### config.mk
export PLATFORM = sky130hd
export DESIGN_NAME = fifo_512_40bit_stream_rd
export DESIGN_NICKNAME = d
export VERILOG_FILES = /design/src/rtl/fifo_512_40bit_stream_rd.sv
export SDC_FILE = /design/constraint.sdc
export NUM_CORES = 1
export LEC_CHECK = 0
export BUFFER_PORTS_ARGS = -buffer_cell sky130_fd_sc_hd__buf_4
export CORE_ASPECT_RATIO = 1.25
export CORE_MARGIN = 2
export CORE_UTILIZATION = 53
export CTS_CLUSTER_DIAMETER = 200
export DETAILED_ROUTE_END_ITERATION = 6
export PLACE_DENSITY_LB_ADDON = 0.25
export SYNTH_ARGS = -nofsm -noshare
export SYNTH_HDL_FRONTEND = slang
export SYNTH_SLANG_ARGS = --single-unit
### constraint.sdc
create_clock -name clk -period 2.4 [get_ports clk]
set_clock_uncertainty 0.1 [all_clocks]
set_input_delay 0.24 -clock clk [delete_from_list [all_inputs] [get_ports clk]]
set_output_delay 0.24 -clock clk [all_outputs]
set_load 0.05 [all_outputs]
### src/rtl/fifo_512_40bit_stream_rd.sv
// ============================================================================
// fifo_512_40bit_stream_rd : FIFO read port to valid/ready stream, 2-entry
// buffer. Optional stats: FIFO_STREAM_RD_STATS_EN.  Revision 1.0
// ============================================================================
`timescale 1ns/1ps
`default_nettype none

module fifo_512_40bit_stream_rd #(
   parameter int DW = 40
) (
   input  logic          clk,
   input  logic          rst_n,
   input  logic          clr,
   input  logic          en,
   input  logic          fifo_empty,
   output logic          fifo_re,
   input  logic [DW-1:0] fifo_dout,
   output logic          m_valid,
   output logic [DW-1:0] m_data,
   input  logic          m_ready,
   output logic          busy
`ifdef FIFO_STREAM_RD_STATS_EN
   ,
   output logic [31:0]   beat_cnt,
   output logic [31:0]   stall_cnt
`endif
);

   logic          head_v;
   logic [DW-1:0] head_d;
   logic          skid_v;
   logic [DW-1:0] skid_d;
   logic          inflight;

   logic [1:0]    buf_cnt;
   logic [1:0]    occ;
   logic [1:0]    occ_after;
   logic          pop;
   logic          cap;

   // Credit check: buffered + outstanding words after this cycle's pop must
   // leave room for the word a new read would return.
   always_comb begin
      buf_cnt   = {1'b0, head_v} + {1'b0, skid_v};
      occ       = buf_cnt + {1'b0, inflight};
      pop       = head_v & m_ready;
      occ_after = occ - {1'b0, pop};
      cap       = inflight;
      fifo_re   = en & ~clr & ~fifo_empty & (occ_after < 2'd2);
   end

   always_ff @(posedge clk or negedge rst_n) begin
      if (!rst_n) begin
         head_v   <= 1'b0;
         head_d   <= '0;
         skid_v   <= 1'b0;
         skid_d   <= '0;
         inflight <= 1'b0;
      end else if (clr) begin
         head_v   <= 1'b0;
         skid_v   <= 1'b0;
         inflight <= 1'b0;
      end else begin
         inflight <= fifo_re;
         if (pop) begin
            if (skid_v) begin
               head_d <= skid_d;
               if (cap) begin
                  skid_d <= fifo_dout;
               end else begin
                  skid_v <= 1'b0;
               end
            end else if (cap) begin
               head_d <= fifo_dout;
            end else begin
               head_v <= 1'b0;
            end
         end else if (cap) begin
            if (!head_v) begin
               head_v <= 1'b1;
               head_d <= fifo_dout;
            end else begin
               skid_v <= 1'b1;
               skid_d <= fifo_dout;
            end
         end
      end
   end

   assign m_valid = head_v;
   assign m_data  = head_d;
   assign busy    = head_v | skid_v | inflight;

`ifdef FIFO_STREAM_RD_STATS_EN
   always_ff @(posedge clk or negedge rst_n) begin
      if (!rst_n) begin
         beat_cnt  <= '0;
         stall_cnt <= '0;
      end else if (clr) begin
         beat_cnt  <= '0;
         stall_cnt <= '0;
      end else begin
         if (pop) begin
            beat_cnt <= beat_cnt + 32'd1;
         end
         if (head_v & ~m_ready) begin
            stall_cnt <= stall_cnt + 32'd1;
         end
      end
   end
`endif

endmodule

`default_nettype wire

==> flow_summary.yaml <==
timing:
  fin_setup_tns_ns: -0.0526
  rsz0062_at_grt: "true"
  worst_slew_pin_slew_ns: 0.517
  fin_crit_sh: 1.02
  fmax_mhz: 408
  min_period_ns: 2.45
  hold_viol_final: 0
  timing.hold.ws_ns: 0.0258
  fin_ws_ns: -0.0526
  slew_headroom: 0.656
  setup_viol: 1
  slew_viol_final: 0
setup_path:
  worstSetupStartpointType: "register"
  worstSetupEndpointType: "output port"
  arrival_ns: 2.11
  reg2reg_to: "m_data[0]$_DFFE_PN0P_"
  rr_worst_depth: 5
  critical_path_class: "register to output port"
  critical_path.max_fanout: 2
  required_ns: 2.06
  reg2reg_setup_slack_ns: 0.39
  crit-reg2reg-launch: "m_valid$_DFFE_PN0P_"
clock_tree:
  cts_tree: "built"
  h-tree-depth: 3
  ctsLongestPathBuffers: 2
  numCtsBuffers: 9
  post_cts_buffers: 0
  clk_pin_slew_ns: 0.08
  clock-sinks: 83
  cts-root-buf: "clkbuf_8"
  clock_latency_ns: 0.34
drt:
  viasPerCell: 5.17
  drc_errors: 0
  drtAntennaViolNets: 0
  firstDrtPassIters: 3
  vias: 2217
  routed_wl_um: 6490
  wl_per_cell_um: 15.1
  drt_iter0_markers: 47
synthesis:
  syn_inst: 238
  yosysSeqAreaShare: 0.563
  synth_top_flop_cell: "dfrtp_1"
  syn-num-nets: 286
  netlist.area_leader.share: 0.563
  synthArstFlopShare: 1.00
  ys_ff_latch: 83
  synth_area_leaders: "dfrtp_1, mux2_2, mux2_1"
  avgSynthCellArea_um2: 15.5
  synth_area_um2: 3690
  ys.warnings.count: 0
  synth_edf_count: 0
  ys_types: 20
  yosysTopAreaCell: "dfrtp_1"
layout:
  fillers: 485
  final_net_count: 382
  n_antenna_cell: 0
  final_area_um2: 4790
  drive_above_1_share: 0.587
  postLayoutCoreUtil: 0.699
  area_growth_pct: 29.9
global_routing:
  grt.overflow.total: 0
  use_met2: 0.308
  grt_pass1_wl_um: 10900
  grt_pass1_vias: 2317
  use_met1: 0.225
  grt_max_degree: 46
  grt-busiest-layer: "met2"
  use_met3: 0.0437
  antenna_found_initial: 0
  grt_usage: 0.183
worst_hold_path:
  hp-class: "input pin to register"
  hold_start: "clr"
  hold_path_depth: 2
  hold_end: "m_valid$_DFFE_PN0P_"
place:
  placed_cell_area_um2: 4520
  dp.final_hpwl_um: 4610
  gp_congestion: 0.714
  port_buffers: 88
floorplanning:
  io_pins: 89
  row_count: 34
  die_h_um: 97.2
  fp.dieArea_um2: 7640
  die_w_um: 78.6
  core_um2: 6850
  start_util: 0.538
power_and_ir_drop:
  pwr_density_cell_nw_per_um2: 885
  p_leak_uw: 0.00231
  irDropWorstVdd_uv: 521
  p_total_uw: 4240
run_status:
  status: "complete, but fails checks"
  violations: "setup timing"
job:
  max_cap_viol_count: 0
## layer usage
| layer | share of wire | vias to the layer above | routed length [um] |
|---|---|---|---|
| li1 | - | 1039 | - |
| met1 | 0.41 | 1117 | 2660 |
| met2 | 0.52 | 51 | 3350 |
| met3 | 0.054 | 10 | 351 |
| met4 | 0.019 | 0 | 121 |
| met5 | 0 | - | 0 |
## through the flow
stage,setup slack [ns],instances
floorplan,-0.178,238
global placement,0.287,411
detailed placement,0.236,411
CTS,-0.0825,429
global route,-0.171,429
finish,-0.0526,429
## state kept, by name, summed over array words and instances (netlist names)
name / flops
cap: 1
skid_d: 40
m_data: 40
m_valid: 1
skid_v: 1
## cell type report
cell class | instances | area (um^2) | share of cell area
clock inverters | 5 | 100 | 0.0209
well taps | 90 | 113 | 0.0235
flip-flops and latches | 83 | 2080 | 0.434
multi-input cells | 140 | 1570 | 0.327
clock buffers | 11 | 141 | 0.0295
inverters | 2 | 7.51 | 0.00157
repair buffers | 98 | 782 | 0.163
## cell usage in the layout (no fill, tap or decap)
master,netlist,final
bufinv_16,0,3
nor4b_4,0,1
nand2b_1,2,2
nand3_2,1,1
buf_4,5,92
or3_1,1,1
ha_4,0,2
buf_6,4,1
nor2_1,2,2
buf_12,0,3
a2bb2oi_1,1,1
clkinv_2,0,2
clkbuf_1,0,1
xnor2_2,0,1
inv_2,0,1
nor3_4,0,1
clkbuf_8,0,10
nor2b_1,1,1
nor4b_1,2,1
and2_4,0,1
dfrtp_2,0,2
mux2_1,43,43
inv_1,2,1
a21oi_4,0,1
mux2_2,77,77
nand4b_1,1,1
dfrtp_1,83,81
a21oi_1,4,3
dlygate4sd3_1,0,2
## repair_timing
action                                  4_1_cts  5_1_grt
endpoints found under the setup margin        1        1
hold buffers                                  2        0
resized for setup                             2        0
endpoints found under the hold margin        39        0
pin swaps                                     2        0
## report_power, final
group | switching (uW) | internal, uW
sequential | 113 | 1620
clock | 470 | 717
combinational | 845 | 474
total | 1430 | 2810
## synth_stat cells (2+ instances only)
master,n
nor4b_1,2
nand2b_1,2
a21oi_1,4
mux2_1,43
dfrtp_1,83
mux2_2,77
ha_1,2
buf_4,5
buf_6,4
nor2_1,2
inv_1,2
buf_2,4
## critical path, cell delays in order, from the launching register on
cell     delay (ns)
dfrtp_2        0.41
and2_4         0.15
ha_4           0.25
inv_2          0.04
ha_4           0.23
a21oi_4        0.13
xnor2_2        0.10
nor4b_4        0.27
buf_6          0.19
## logic make-up after synthesis
family,after synthesis,share of synthesized area
AOI/OAI and AO/OA,5,0.00781
xor gates and xnor gates,1,0.00238
muxes,120,0.367
adders and majority gates,2,0.00679
buffers and inverters,15,0.0299
DFF,83,0.563
and+or+nand+nor,12,0.0231
## how the worst max path moves through the flow
stage                        startpoint      end  slack, ns  cells after the start
finish              m_valid$_DFFE_PN0P_  fifo_re      -0.05                      8
global route        m_valid$_DFFE_PN0P_  fifo_re      -0.17                      8
CTS                 m_valid$_DFFE_PN0P_  fifo_re      -0.08                      8
detailed placement   skid_v$_DFFE_PN0P_  fifo_re       0.24                      8
global placement                m_ready  fifo_re       0.29                      9
floorplan           m_valid$_DFFE_PN0P_  fifo_re      -0.18                      8
Note: power is estimated with default switching activity, not from simulation.
